**src/rtl/mem_loader.sv**
```systemverilog
`default_nettype none
`timescale 1ns/1ps
// ============================================================================
// Module      : mem_loader
// Description : Host-side initiator for the CPU external memory ports.
//               Decodes a byte-wide host command stream (IMEM load, DMEM
//               load, DMEM readback, START, STOP). It drives the instruction
//               and data memory external ports and the CPU enable.
// Revision    : 1.0 - initial release
// ----------------------------------------------------------------------------
// Ports:
//   clk, arst_n              clock, asynchronous active-low reset
//   s_valid/s_ready/s_data   host command byte stream (in)
//   m_valid/m_ready/m_data   readback byte stream (out)
//   cpu_enable               drives cpu.enable
//   addr_ext, wen_ext, ren_ext, wdata_ext, rdata_ext
//                            instruction-memory external port (32-bit words)
//   addr_ext_2, wen_ext_2, ren_ext_2, wdata_ext_2, rdata_ext_2
//                            data-memory external port (64-bit words)
//   busy                     loader is not idle
//   err                      sticky unknown-command flag
// Configuration macro:
//   MEM_LOADER_READBACK_EN   enables the 0x03 DMEM readback command; when
//                            undefined, 0x03 is an unknown command and
//                            m_valid/m_data/ren_ext_2 are tied low.
// ============================================================================
module mem_loader (
    input  logic        clk,
    input  logic        arst_n,
    input  logic        s_valid,
    output logic        s_ready,
    input  logic [7:0]  s_data,
    output logic        m_valid,
    input  logic        m_ready,
    output logic [7:0]  m_data,
    output logic        cpu_enable,
    output logic [63:0] addr_ext,
    output logic        wen_ext,
    output logic        ren_ext,
    output logic [31:0] wdata_ext,
    input  logic [31:0] rdata_ext,
    output logic [63:0] addr_ext_2,
    output logic        wen_ext_2,
    output logic        ren_ext_2,
    output logic [63:0] wdata_ext_2,
    input  logic [63:0] rdata_ext_2,
    output logic        busy,
    output logic        err
);

    localparam logic [7:0] HDR_IMEM  = 8'h01;
    localparam logic [7:0] HDR_DMEM  = 8'h02;
    localparam logic [7:0] HDR_DRD   = 8'h03;
    localparam logic [7:0] HDR_START = 8'h04;
    localparam logic [7:0] HDR_STOP  = 8'h05;

    typedef enum logic [3:0] {
        IDLE    = 4'd0,
        ADDR0   = 4'd1,
        ADDR1   = 4'd2,
        LEN0    = 4'd3,
        LEN1    = 4'd4,
        DATA    = 4'd5,
        WRITE   = 4'd6
`ifdef MEM_LOADER_READBACK_EN
        ,
        RD_REQ  = 4'd7,
        RD_WAIT = 4'd8,
        RD_SEND = 4'd9
`endif
    } state_t;

    state_t      state;
    state_t      state_nxt;

    logic        accept;
    logic        load_hdr;
    logic        last_byte;
    logic [15:0] idx;
    logic [15:0] idx_inc;
    logic [15:0] cnt;        // words remaining in the current frame
    logic [2:0]  byte_cnt;   // payload bytes collected for the current word
    logic        is_dmem;
    logic [55:0] wbuf;       // payload bytes enter at the top, oldest at bottom

`ifdef MEM_LOADER_READBACK_EN
    logic        is_read;
    logic [2:0]  rd_cnt;
    logic [55:0] rbuf;       // bytes 1..7 of the fetched word, next byte lowest
    logic        unused_inputs;
    assign unused_inputs = ^rdata_ext;
`else
    logic        unused_inputs;
    assign unused_inputs = ^{rdata_ext, rdata_ext_2, m_ready};
    assign m_valid   = 1'b0;
    assign m_data    = 8'h00;
    assign ren_ext_2 = 1'b0;
`endif

    assign ren_ext = 1'b0;

    assign s_ready = (state == IDLE) || (state == ADDR0) || (state == ADDR1) ||
                     (state == LEN0) || (state == LEN1)  || (state == DATA);
    assign busy    = (state != IDLE);
    assign accept  = s_valid && s_ready;
    assign idx_inc = idx + 16'd1;

`ifdef MEM_LOADER_READBACK_EN
    assign load_hdr = (s_data == HDR_IMEM) || (s_data == HDR_DMEM) ||
                      (s_data == HDR_DRD);
`else
    assign load_hdr = (s_data == HDR_IMEM) || (s_data == HDR_DMEM);
`endif

    assign last_byte = is_dmem ? (byte_cnt == 3'd7) : (byte_cnt == 3'd3);

    // ------------------------------------------------------------------
    // State register
    // ------------------------------------------------------------------
    always_ff @(posedge clk or negedge arst_n) begin
        if (!arst_n) begin
            state <= IDLE;
        end else begin
            state <= state_nxt;
        end
    end

    // ------------------------------------------------------------------
    // Next-state decode
    // ------------------------------------------------------------------
    always_comb begin
        state_nxt = state;
        case (state)
            IDLE:  if (accept && load_hdr) state_nxt = ADDR0;
            ADDR0: if (accept) state_nxt = ADDR1;
            ADDR1: if (accept) state_nxt = LEN0;
            LEN0:  if (accept) state_nxt = LEN1;
            LEN1: begin
                if (accept) begin
                    // a zero-length frame ends here without touching memory
                    if ({s_data, cnt[7:0]} == 16'd0) begin
                        state_nxt = IDLE;
`ifdef MEM_LOADER_READBACK_EN
                    end else if (is_read) begin
                        state_nxt = RD_REQ;
`endif
                    end else begin
                        state_nxt = DATA;
                    end
                end
            end
            DATA:  if (accept && last_byte) state_nxt = WRITE;
            WRITE: state_nxt = (cnt == 16'd1) ? IDLE : DATA;
`ifdef MEM_LOADER_READBACK_EN
            RD_REQ:  state_nxt = RD_WAIT;
            RD_WAIT: state_nxt = RD_SEND;
            RD_SEND: begin
                if (m_ready && (rd_cnt == 3'd7)) begin
                    state_nxt = (cnt == 16'd1) ? IDLE : RD_REQ;
                end
            end
`endif
            default: state_nxt = IDLE;
        endcase
    end

    // ------------------------------------------------------------------
    // Datapath and registered outputs
    // ------------------------------------------------------------------
    always_ff @(posedge clk or negedge arst_n) begin
        if (!arst_n) begin
            cpu_enable  <= 1'b0;
            err         <= 1'b0;
            wen_ext     <= 1'b0;
            wen_ext_2   <= 1'b0;
            addr_ext    <= 64'd0;
            addr_ext_2  <= 64'd0;
            wdata_ext   <= 32'd0;
            wdata_ext_2 <= 64'd0;
            idx         <= 16'd0;
            cnt         <= 16'd0;
            byte_cnt    <= 3'd0;
            is_dmem     <= 1'b0;
            wbuf        <= 56'd0;
`ifdef MEM_LOADER_READBACK_EN
            is_read     <= 1'b0;
            rd_cnt      <= 3'd0;
            rbuf        <= 56'd0;
            ren_ext_2   <= 1'b0;
            m_valid     <= 1'b0;
            m_data      <= 8'h00;
`endif
        end else begin
            // strobes are single-cycle unless re-asserted below
            wen_ext   <= 1'b0;
            wen_ext_2 <= 1'b0;
`ifdef MEM_LOADER_READBACK_EN
            ren_ext_2 <= 1'b0;
`endif
            case (state)
                IDLE: begin
                    if (accept) begin
                        if (load_hdr) begin
                            // halt the CPU before any memory access
                            cpu_enable <= 1'b0;
                            err        <= 1'b0;
                            is_dmem    <= (s_data != HDR_IMEM);
`ifdef MEM_LOADER_READBACK_EN
                            is_read    <= (s_data == HDR_DRD);
`endif
                        end else if (s_data == HDR_START) begin
                            cpu_enable <= 1'b1;
                            err        <= 1'b0;
                        end else if (s_data == HDR_STOP) begin
                            cpu_enable <= 1'b0;
                            err        <= 1'b0;
                        end else begin
                            err <= 1'b1;
                        end
                    end
                end
                ADDR0: if (accept) idx[7:0]  <= s_data;
                ADDR1: if (accept) idx[15:8] <= s_data;
                LEN0:  if (accept) cnt[7:0]  <= s_data;
                LEN1: begin
                    if (accept) begin
                        cnt[15:8] <= s_data;
                        byte_cnt  <= 3'd0;
`ifdef MEM_LOADER_READBACK_EN
                        if (state_nxt == RD_REQ) begin
                            ren_ext_2  <= 1'b1;
                            addr_ext_2 <= {45'b0, idx, 3'b000};
                        end
`endif
                    end
                end
                DATA: begin
                    if (accept) begin
                        wbuf     <= {s_data, wbuf[55:8]};
                        byte_cnt <= byte_cnt + 3'd1;
                        if (last_byte) begin
                            // address and data are presented together with
                            // the strobe for the single WRITE cycle
                            if (is_dmem) begin
                                wen_ext_2   <= 1'b1;
                                addr_ext_2  <= {45'b0, idx, 3'b000};
                                wdata_ext_2 <= {s_data, wbuf};
                            end else begin
                                wen_ext   <= 1'b1;
                                addr_ext  <= {46'b0, idx, 2'b00};
                                wdata_ext <= {s_data, wbuf[55:32]};
                            end
                        end
                    end
                end
                WRITE: begin
                    idx      <= idx_inc;
                    cnt      <= cnt - 16'd1;
                    byte_cnt <= 3'd0;
                end
`ifdef MEM_LOADER_READBACK_EN
                RD_WAIT: begin
                    // memory returns the word one cycle after the request
                    m_data  <= rdata_ext_2[7:0];
                    rbuf    <= rdata_ext_2[63:8];
                    m_valid <= 1'b1;
                    rd_cnt  <= 3'd0;
                end
                RD_SEND: begin
                    if (m_ready) begin
                        rd_cnt <= rd_cnt + 3'd1;
                        m_data <= rbuf[7:0];
                        rbuf   <= {8'h00, rbuf[55:8]};
                        if (rd_cnt == 3'd7) begin
                            m_valid <= 1'b0;
                            if (cnt != 16'd1) begin
                                idx        <= idx_inc;
                                cnt        <= cnt - 16'd1;
                                ren_ext_2  <= 1'b1;
                                addr_ext_2 <= {45'b0, idx_inc, 3'b000};
                            end
                        end
                    end
                end
`endif
                default: ;
            endcase
        end
    end

endmodule
`default_nettype wire

```
**config.mk**
```make
export PLATFORM = sky130hd
export DESIGN_NAME = mem_loader
export DESIGN_NICKNAME = d
export VERILOG_FILES = /design/src/rtl/mem_loader.sv
export SDC_FILE = /design/constraint.sdc
export NUM_CORES = 1
export LEC_CHECK = 0
export ABC_AREA = 1
export BUFFER_PORTS_ARGS = -buffer_cell sky130_fd_sc_hd__buf_2
export CAP_MARGIN = 20
export CORE_ASPECT_RATIO = 1.75
export CORE_MARGIN = 2
export CORE_UTILIZATION = 35
export CTS_CLUSTER_DIAMETER = 200
export DETAILED_ROUTE_END_ITERATION = 12
export PLACE_DENSITY = 0.55
export SYNTH_ARGS = -nofsm -noshare
export SYNTH_HDL_FRONTEND = slang
export SYNTH_SLANG_ARGS = --single-unit
export TNS_END_PERCENT = 20
```
**constraint.sdc**
```tcl
create_clock -name clk -period 2.2 [get_ports clk]
set_clock_uncertainty 0.15 [all_clocks]
set_input_delay 0.11 -clock clk [delete_from_list [all_inputs] [get_ports clk]]
set_output_delay 0.11 -clock clk [all_outputs]
set_load 0.005 [all_outputs]
```
* After elaboration in Yosys (flattened, before gate mapping)
Cells that the tools add are included.
** Storage, ports and cells
- Output and inout port bits :: 241
- Flip-flop bits (word level) :: 228
** Operators by class
- Multiplexer cells :: 32
- Reductions and logical operators :: 30
- Bitwise operators :: 1
- Equal/unequal tests :: 21
- Add/subtract/negate cells :: 3
** Operator list (count)
- case mux 8 bit (2 select lines) :: 4
- case mux 4 bit (7 select lines) :: 1
- two-way mux 4 bit :: 6
- adder 16 x 1 -> 16 bit, second input constant :: 1
- == test 16 x 1 -> 1 bit, second input constant :: 1
- == test 8 x 3 -> 1 bit, second input constant :: 2
- zero test 16 bit :: 1
- subtractor 16 x 1 -> 16 bit, second input constant :: 1
- two-way mux 1 bit :: 15
- == test 4 x 3 -> 1 bit, second input constant :: 3
- two-way mux 3 bit :: 4
- AND reduction 2 bit :: 6
- inequality test 2 bit, second input constant :: 5
- case mux 3 bit (3 select lines) :: 1
- AND reduction 3 bit :: 3
- == test 4 x 2 -> 1 bit, second input constant :: 2
- == test 8 x 1 -> 1 bit, second input constant :: 1
- == test 8 x 2 -> 1 bit, second input constant :: 1
- two-way mux 8 bit :: 1
- inequality test 8 x 1 -> 1 bit, second input constant :: 1
- AND reduction 4 bit :: 2
- nonzero test 2 bit :: 4
- logical OR 1 bit :: 6
- AND reduction 6 bit :: 1
- other kinds (10) :: 14

* Logic depth before layout (Yosys ltp)
Gate-level depths: netlist of the first run.
- Depth after elaboration :: 10
- Gate-level depth with buffers :: 10
- Mapped depth without buffers :: 9

* Worst setup path after synthesis of the first run
Ideal clock, no wire load.
- Path type :: reg2reg
- Start point :: reg idx[0]
- End point :: reg idx[12]
- Path slack :: 581 ps
- Stages on the path, launching flop included :: 9
- Arrival time :: 1356 ps
- Setup time :: 113 ps
- Data required time :: 1937 ps
- Path buffers :: 0
- Path through :: dfrtp_1 > ha_1 > nand2_1 > nor2_1 > nand2_1 > o21ai_0 > nand3b_1 > nand2_1 > inv_1
** Between the ends
- Longest elaborated chain between the ends :: 2
** Ends and longest elaborated chain
- from (decl) :: RTL line 79 : logic [15:0] idx;
- from (signal assigned) :: RTL line 222 : ADDR0: if (accept) idx[7:0] <= s_data;
- from (signal assigned) :: RTL line 257 : idx <= idx_inc;
- adder 16 x 1 -> 16 bit :: RTL line 106 : assign idx_inc = idx + 16'd1;
- case mux 8 bit (2 select lines) :: RTL line 200 : case (state)
No other way between the ends.
A chain may end at the register's enable or synchronous reset.

* Worst setup path in the final report of the first run
- Start point :: reg state[2]
- End point :: reg cpu_enable
** Between the ends
- Longest elaborated chain between the ends :: 8
- Elaborated cells on any way between the ends :: 13
** Ends and longest elaborated chain
- from (decl) :: RTL line 73 : state_t state;
- from (signal assigned) :: RTL line 124 : state <= state_nxt;
- == test 4 x 1 -> 1 bit / zero test 4 bit (equally long branches) :: RTL line 102, 200
- logical OR 1 bit (3 in series) :: RTL line 102 : assign s_ready = (state == IDLE) || (state == ADDR0) || (state == ADDR1) ||
- logical OR 1 bit (2 in series) :: RTL line 103 : (state == LEN0) || (state == LEN1) || (state == DATA);
- logical AND 1 bit :: RTL line 105 : assign accept = s_valid && s_ready;
- AND reduction 3 bit (no source line) (*)
- to (signal assigned) :: RTL line 172 : cpu_enable <= 1'b0;
- to (signal assigned) :: RTL line 205 : cpu_enable <= 1'b0;
- to (signal assigned) :: RTL line 212 : cpu_enable <= 1'b1;
- to (decl) :: RTL line 36 : output logic cpu_enable,
Mark *: on every way between the ends. The rest lies on a longest branch, timed or not.

==> results of run 1 <==
-- flip-flops by register name, indices dropped and copies added (netlist names), 3 cells and up --
signal and count:
wdata_ext_2 64, wbuf 56, wdata_ext 32, addr_ext 16
addr_ext_2 16, cnt 16, idx 16, byte_cnt 3
state 3
-- power breakdown --
part	total, mW	internal [mW]	leakage [nW]	switching, mW
combinational	2.74	0.935	3.32	1.81
sequential	5.79	5.02	2.97	0.766
clock	4.17	2.57	0.397	1.60
total	12.7	8.52	6.69	4.17
-- path summary, 6_finish.rpt --
path	slack, ns	endpoint	from
hold reg to reg	0.31	wdata_ext_2[6]	wbuf[6]
min in group asynchronous	0.52	wdata_ext[11]	arst_n
setup reg to reg	0.19	cpu_enable	state[2]
max in group asynchronous	0.54	wdata_ext_2[43]	arst_n
setup / recovery	0.19	cpu_enable	state[2]
hold / removal	0.31	cnt[11]	s_data[3]
-- per-stage QoR --
step	setup slack [ns]	instance area (µm²)	power [mW]	std cells	util [%]
after global routing	0.0150	12100	13.6	1752	41.5
after floorplan	0.581	10700	7.71	1305	-
after CTS	0.0304	12100	12.9	1752	41.4
after global placement	0.336	11200	8.50	1701	38.2
final	0.192	12100	12.7	1752	41.5
after detailed placement	0.345	11200	8.61	1701	38.2
-- layout make-up --
| cell class | instances | area, µm² |
|---|---|---|
| well taps | 382 | 478 |
| multi-input cells | 837 | 3680 |
| fillers | 2980 | 17100 |
| clock buffers | 31 | 666 |
| clock inverters | 7 | 135 |
| repair buffers | 177 | 1110 |
| inverters | 91 | 344 |
| flip-flops and latches | 227 | 5680 |
-- tightest hold or removal path, cell delays in order --
cell	delay [ns]
dlygate4sd3_1	0.51
buf_2	0.14
nand3_1	0.09
nand3_1	0.08
-- kinds of logic after synthesis --
group | count (synthesis) | synth area share [%]
other | 1 | 0.0363
XOR/XNOR | 8 | 0.678
AO/OA/AOI/OAI | 198 | 10.3
adder cells (fa/ha/maj) | 4 | 0.485
multiplexers | 2 | 0.218
buffers and inverters | 241 | 13.4
AND/OR/NAND/NOR | 518 | 19.9
flip-flops | 227 | 55.0
-- routing by layer --
metal / up-vias / global-route usage, %
met1: 3753 / 19.4
met4: 0 / 6.72
met3: 38 / 1.92
li1: 3889 / -
met5: - / 0
met2: 250 / 31.3
-- repair_timing --
item,CTS,global route
endpoints found under the setup margin,0,4
resized for setup,0,6
endpoints found under the hold margin,275,0
hold buffers,13,0
-- Yosys cell counts (5+ instances only) --
library cell / instances
xor2_1: 6
buf_2: 15
nand4_1: 5
o21ai_0: 128
nor2_1: 94
dfrtp_1: 227
inv_1: 85
buf_6: 5
o211ai_1: 14
a21oi_1: 43
o21ai_2: 6
nand2_1: 385
buf_4: 112
nand3_1: 23
clkbuf_1: 18
==> impl_results.md, run 1 <==
- Run status: finished clean
- First-pass GRT wire length: 41100 µm
- Root Driver: clkbuf_16
- Crit path largest cell delay: 0.55 ns
- Avg WL per Cell: about 15 µm
- Iteration-0 DRC Markers: 492
- Drt pass-1 iters: 5
- Fmax: 498 MHz
- VDD IR max: 0.509 mV
- Synth area leader: dfrtp_1
- CORE AREA: 29200 µm²
- Synth warnings: 0
- Postcts setup bufs: 0
- Tmin final: 2.01 ns
- Yosys cell types: 34
- Worst hold path depth: 4
- Worst skew pair latency: roughly 0.52 ns
- Most frequent cells in the layout: nand2_1, dfrtp_1, buf_2
- Post-synthesis sequential area ratio: 55.0%
- CTS tree: yes
- Syn Area/Cell: 8.62 µm²
- Area growth syn-to-layout: 17.1%
- Ant. Diodes: 0
- CTS max path bufs: 3
- Post-synth ARST share: 100%
- DRC: 0
- GRT overflow: 0
- Row cnt: 83
- Leakage: 6.69 nW
- Worst r2r path cells: 7
- Yosys reg bits: 227
- Nets: 1468
- Top cell type's share of synthesized area: 55.0%
- Gp weighted congestion: about 0.88
- Max-slew violation count: 0
- Crit path depth: 7
- CP required: around 2.4 ns
- # H-tree levels: 1
- Crit end category: register
- Crit Path Max Fanout: 8
- Via density: 4.53
- Clock Pin Slew Worst Setup and Hold Paths: 0.06 ns
- Met1 wire length: approximately 10000 µm
- Antenna Violating Nets Remaining: 0
- MaxCap Viol Count: 0
- Layout cell share with drive strength beyond 1: between 15 and 20%
- Die ar.: 31000 µm²
- Syn Inst Count: 1199
- Via count: 7930
- Pwr dens: around 1000 nW/µm²
- CTS Buf Count: 22
- Met2 wire length: 13800 µm
- Post-DP HPWL: ~18000 µm
- Post-synth EDFFs: 0
- Wirelength, routed: 25900 µm
- Crit path max-delay cell type: dlygate4sd3_1
- Worst Setup Start Kind: register
- Final worst path period share: between 90% and 100%
- Die width: 134 µm
- I/O pin cnt: 349
- Setup TNS Final: 0 ns
- Cell family with most CP delay: buffers and inverters
- Die height: 231 µm
- IO buf count: 144
- Crit path arrival time: 2.25 ns
- Met3 wire length: 1170 µm
- Slew HR: between 60 and 70%
- Initial Utilization: 35.4%
- Synth top area cells: dfrtp_1, nand2_1, buf_4
- Hold WS: around 0.31 ns
- CP Cell Sequence: inv_4, nand2_1, nor2_4, nand4_1, nand3_1, o21ai_0, dlygate4sd3_1
- Measured slew at the worst slew-check pin: between 0.4 and 0.5 ns
- Final Hold Fails: 0
- Post-synthesis cell area: around 10000 µm²
- # clock sinks: 227
- WP buf/inv: 2
- Vias in the first global route: ~7.5k
- Worst hold path class: in -> reg
- Global Route Usage Sum: 16.8%
- Final setup fails: 0
- Commonest non-fill, non-tap cell in the layout: nand2_1
- CP Class: reg -> reg
- Top sig layer: met4
- Main synth FF type: dfrtp_1
- RSZ-0062 raised after global routing: no
- Largest net degree at the start of global routing: about 110
- Initial antenna violation count: 0
(Power assumes the default switching activity.)
==> run 2, diff against run 1 <==
Settings changed: CAP_MARGIN 20 to default, CORE_UTILIZATION 35 to 51, CTS_CLUSTER_SIZE from default to 24, PLACE_DENSITY 0.55 to 0.77.
==> run 2 against run 1 <==
  * Final cell count down 9.1%
  * Utilization up 16 points
  * Clock-buffer cell count down 18
  * Flip-flop and latch count unchanged
  * Critical endpoint is now wbuf[19]
==> impl_results.md, run 2 (synthesis results as in run 1) <==
- Fmax: 490 MHz (-1.5%)
- CTS Buf Count: 13 (-41%)
- First-pass GRT wire length: 37100 µm (-9.7%)
- # H-tree levels: 1 (unchanged)
- Filler Cell Count: 1771 (-41%)
- Crit path arrival time: 2.22 ns (-0.03 ns)
- GRT overflow: 0 (unchanged)
- Via count: 7952 (+0.28%)
- MaxCap Viol Count: 0 (unchanged)
- Pwr dens: 951 nW/µm² (-9.4%)
- Largest reg by FF count: wdata_ext_2
- CTS max path bufs: 3 (unchanged)
- Clock Pin Slew Worst Setup and Hold Paths: 0.09 ns (+0.03 ns)
- Commonest non-fill, non-tap cell in the layout: nand2_1
- Drt pass-1 iters: 4 (-1)
- Die height: 192 µm (-17%)
- Max-slew violation count: 0 (unchanged)
- Largest regs: wdata_ext_2 (64), wbuf (56), wdata_ext (32)
- Via density: 4.99 (+10%)
- CTS resizes: 0 (unchanged)
- Final Worst Setup Slack: 0.161 ns (-0.0313 ns)
- Worst hold path class: in -> async
- Non-Filler Instances: 1592 (-9.1%)
- Die width: 112 µm (-17%)
- Initial antenna violation count: 0 (unchanged)
- Pwr Total: 10.8 mW (-15%)
- Pre-CTS setup slack: 0.203 ns (-0.142 ns)
- Run status: finished clean
- Crit end category: register
- Slew HR: 61.9% (-5.0 points)
- Setup TNS Final: 0 ns (unchanged)
- Worst skew pair latency: 0.47 ns (-0.05 ns)
- Avg WL per Cell: 14.7 µm (-0.17%)
- Iteration-0 DRC Markers: 442 (-10%)
- Die ar.: 21500 µm² (-31%)
- Layout cell share with drive strength beyond 1: 15.1% (-1.4 points)
- RSZ-0062 raised after global routing: no
- CP Cell Sequence: inv_4, nor2_8, nand2_4, buf_4, nand2_1, o21ai_0
- Root Driver: clkbuf_16
- Leakage: 6.43 nW (-3.9%)
- Global Route Usage Sum: 21.3% (+4.5 points)
- Vias in the first global route: 7475 (-0.31%)
- Worst Setup Start Kind: register
- Row cnt: 68 (-18%)
- Wirelength, routed: 23500 µm (-9.3%)
- Cells after DPL: 1568 (-7.8%)
- CP Class: reg -> reg
- Tmin final: 2.04 ns (+0.0313 ns)
- Most frequent cells in the layout: nand2_1, dfrtp_1, buf_2
- Antenna Violating Nets Remaining: 0 (unchanged)
- Crit Path Max Fanout: 44 (+36)
- Postcts setup bufs: 0 (unchanged)
- IO buf count: 144 (unchanged)
- Final Hold Fails: 0 (unchanged)
- Final worst path period share: 92.7% (+1.4 points)
- # clock sinks: 227 (unchanged)
- VDD IR max: 0.669 mV (+31%)
- I/O pin cnt: 349 (unchanged)
- Largest register FFs: 64 (unchanged)
- CP required: 2.38 ns (-0.06 ns)
- Area growth syn-to-layout: 10.3%
- Nets: 1460 (-0.54%)
- Crit path max-delay cell type: dfrtp_1
- Gp weighted congestion: 0.935 (+6.1%)
- CORE AREA: 19800 µm² (-32%)
- Final setup fails: 0 (unchanged)
- Measured slew at the worst slew-check pin: 0.570 ns (+0.0751 ns)
- Ant. Diodes: 0 (unchanged)
- Fin util: 57.5% (+16 points)
- Post-DP HPWL: 17200 µm (-5.8%)
- Largest net degree at the start of global routing: 62 (-45%)
- Initial Utilization: 52.1% (+17 points)
- DRC: 0 (unchanged)
- Crit path largest cell delay: 0.63 ns (+0.08 ns)
- CTS tree: yes
[run 2: power breakdown]
group | internal [mW] | leakage [nW] | total, mW | switching, mW
sequential | 5.01 | 2.97 | 5.78 | 0.774
clock | 1.08 | 0.167 | 2.37 | 1.29
combinational | 0.910 | 3.29 | 2.68 | 1.77
total | 6.99 | 6.43 | 10.8 | 3.83
[run 2: worst max-delay path: cells and delay by family (launching register included)]
kind            cells  cell delay, ns
flops               1            0.63
simple gates        3            0.55
buf+inv             2            0.46
compound gates      1            0.08
[run 2: final timing paths]
path / from / to / slack [ns] / depth (start not counted)
setup / recovery: state[2] / wbuf[19] / 0.16 / 6
hold / removal: arst_n / wdata_ext_2[34] / 0.008 / 2
setup reg to reg: state[2] / wbuf[19] / 0.16 / 6
hold reg to reg: wbuf[5] / wdata_ext_2[5] / 0.33 / 2
max in group asynchronous: arst_n / addr_ext_2[5] / 1.07 / 3
min in group clk: s_data[0] / cpu_enable / 0.32 / 3
[run 2: final cells by class]
class / instances / area [µm²] / area share, %
flip-flops and latches: 227 / 5680 / 49.9
multi-input cells: 837 / 3670 / 32.2
repair buffers: 178 / 1050 / 9.21
inverters: 91 / 344 / 3.02
clock buffers: 13 / 325 / 2.86
well taps: 245 / 307 / 2.69
clock inverters: 1 / 16.3 / 0.143
[run 2: layer usage]
layer / up-vias / global-route usage [%] / wire length, µm
li1: 3844 / - / -
met1: 3753 / 25.2 / 8900
met2: 298 / 39.0 / 12300
met3: 57 / 2.45 / 1280
met4: 0 / 9.50 / 1020
met5: - / 0 / 0
[run 2: stage by stage]
| step | area, µm² | hold slack (ns) |
|---|---|---|
| after floorplan | 10700 | -0.336 |
| after global placement | 10900 | -0.0741 |
| after detailed placement | 10900 | -0.0711 |
| after CTS | 11400 | 0.0266 |
| after global routing | 11400 | 0.0416 |
| final | 11400 | 0.00762 |
[run 2: repair_timing]
item / in CTS / in global routing
hold buffers: 10 / 0
endpoints found under the setup margin: 0 / 0
hold endpoints to repair: 269 / 0
==> run 3, diff against run 2 <==
Clock period 2.2 ns to 1.95 ns, I/O delays scaled along.
==> run 3 against run 2 <==
  * Clock power grew 13%
  * Flip-flop and latch count is the same
  * Register-to-register slack lost 0.02 ns
  * Utilization grew 0.57 points
  * Final cell count grew 0.31%
  * Sequential share of layout area shrank 0.49 points
  * Worst hold slack gained 0.28 ns
  * Die area is the same
  * Critical path type unchanged
  * Highest routed layer unchanged
==> impl_results.md, run 3 (synthesis results as in run 1) <==
- Run status: finished clean
- Largest register FFs: 64 (unchanged)
- I/O pin cnt: 349 (unchanged)
- Die ar.: 21500 µm² (unchanged)
- Fin util: 58.0% (+0.57 points)
- Filler Cell Count: 1760 (-0.62%)
- # H-tree levels: 1 (unchanged)
- Worst skew pair latency: 0.48 ns (about the same)
- Iteration-0 DRC Markers: 540 (+22%)
- Via count: 8039 (+1.1%)
- Finished layout cell area: 11500 µm² (+1.0%)
- Leakage: 6.48 nW (+0.79%)
- CTS tree: yes
- VDD IR max: 0.752 mV (+12%)
- CP Class: reg -> reg
- Avg WL per Cell: 14.8 µm (+0.60%)
- Met3 wire length: 1220 µm (-4.2%)
- Post-DP HPWL: 17200 µm (+0.26%)
- Via density: 5.03 (+0.78%)
- Min-delay src: s_data[0]
- Root Driver: clkbuf_16
- CTS max path bufs: 3 (unchanged)
- Top sig layer: met4
- Pre-CTS setup slack: 0.114 ns (-0.0890 ns)
- Crit path largest cell delay: 0.40 ns (-0.23 ns)
- Final worst path period share: 92.6% (about the same)
- DRC: 0 (unchanged)
- Crit path arrival time: 2.02 ns (-0.20 ns)
- Reg2reg setup slack: 0.14 ns (-0.02 ns)
- Initial Utilization: 52.1% (unchanged)
- Die height: 192 µm (unchanged)
- Worst hold path class: in -> reg
- GRT overflow: 0 (unchanged)
- Wirelength, routed: 23700 µm (+0.91%)
- Ant. Diodes: 0 (unchanged)
- Global Route Usage Sum: 22.2% (+0.93 points)
- Setup TNS Final: 0 ns (unchanged)
- Initial antenna violation count: 0 (unchanged)
- Met1 wire length: 8930 µm (+0.37%)
- CP required: 2.17 ns (-0.21 ns)
- Commonest non-fill, non-tap cell in the layout: nand2_1
- Pwr dens: 1070 nW/µm² (+12%)
- Largest regs: wdata_ext_2 (64), wbuf (56), wdata_ext (32)
- Dpl cell area: 11000 µm² (+0.85%)
- CTS Buf Count: 13 (unchanged)
- Clock Pin Slew Worst Setup and Hold Paths: 0.10 ns (about the same)
- Area growth syn-to-layout: 11.4%
- Max-slew violation count: 0 (unchanged)
- Largest net degree at the start of global routing: 77 (+24%)
- Tmin final: 1.81 ns (-0.233 ns)
- Final Worst Setup Slack: 0.144 ns (-0.0167 ns)
- Largest reg by FF count: wdata_ext_2
- Row cnt: 68 (unchanged)
- Worst Setup Start Kind: register
- Crit Path Max Fanout: 17 (-61%)
- Die width: 112 µm (unchanged)
- Crit. Startpoint: byte_cnt[0]
- Crit path max-delay cell type: dfrtp_1
- Met2 wire length: 12100 µm (-1.1%)
- Most Frequent Cell on Critical Path: nand2_1
- Layout cell share with drive strength beyond 1: 15.6% (+0.54 points)
- Gp weighted congestion: 0.892 (-4.5%)
- IO buf count: 144 (unchanged)
- MaxCap Viol Count: 0 (unchanged)
- # clock sinks: 227 (unchanged)
- Antenna Violating Nets Remaining: 0 (unchanged)
- First-pass GRT wire length: 38600 µm (+3.8%)
- Nets: 1465 (+0.34%)
- Vias in the first global route: 7660 (+2.5%)
- Launching point of the worst reg2reg path: byte_cnt[0]
- Fmax: 554 MHz (+13%)
- Final setup fails: 0 (unchanged)
- Most frequent cells in the layout: nand2_1, dfrtp_1, buf_2
- CORE AREA: 19800 µm² (unchanged)
- Drt pass-1 iters: 5 (+1)
- Final Hold Fails: 0 (unchanged)
- RSZ-0062 raised after global routing: no
- Crit end category: register
- CP Cell Sequence: ha_1, nand4_1, inv_2, nand3_4, clkinv_2, nand2_1, nand2_1
[run 3: path summary, 6_finish.rpt]
path	cells after the start	to
min in group asynchronous	3	wdata_ext_2[34]
worst min-delay path	3	cpu_enable
worst max-delay path	7	wdata_ext[2]
worst min register to register	2	wdata_ext_2[29]
worst max register to register	7	wdata_ext[2]
max in group asynchronous	4	cnt[1]
[run 3: power by group]
part           internal (mW)  switching, mW
logic                   1.07           2.04
clock network           1.22           1.46
registers               5.65          0.867
total                   7.94           4.36
[run 3: final cells by class]
class	instances	area (µm²)	share of cell area, %
inverter	91	345	3.00
multi-input combinational	837	3680	32.0
tap	245	307	2.66
clock buffer	13	325	2.83
clock inverter	1	16.3	0.141
sequential	227	5680	49.4
timing repair buffer	183	1150	10.0
[run 3: repair_timing]
item                                    4_1_cts  5_1_grt
endpoints found under the hold margin       268        0
endpoints found under the setup margin        0        6
resized for setup                             0        5
hold buffers                                 11        0
buffers inserted                              0        0
[run 3: per-stage QoR]
stage / cells / total power, mW / hold WS [ns]
after floorplan: 1305 / 8.70 / -0.348
after global placement: 1572 / 9.51 / -0.130
after detailed placement: 1572 / 9.66 / -0.130
after CTS: 1597 / 12.4 / 0.247
after global routing: 1597 / 13.2 / 0.293
final: 1597 / 12.3 / 0.286
[run 3: worst max-delay path, delay by kind of cell, from the launching register on]
| family | cells | cell delay, ns |
|---|---|---|
| and+or+nand+nor | 4 | 0.53 |
| buffers and inverters | 2 | 0.39 |
| DFF | 1 | 0.40 |
| adders and majority gates | 1 | 0.22 |
[run 3: layer usage]
| metal | vias to the layer above | GRT usage [%] |
|---|---|---|
| li1 | 3862 | - |
| met1 | 3793 | 26.3 |
| met2 | 312 | 39.6 |
| met3 | 72 | 2.26 |
| met4 | 0 | 12.4 |
| met5 | - | 0 |
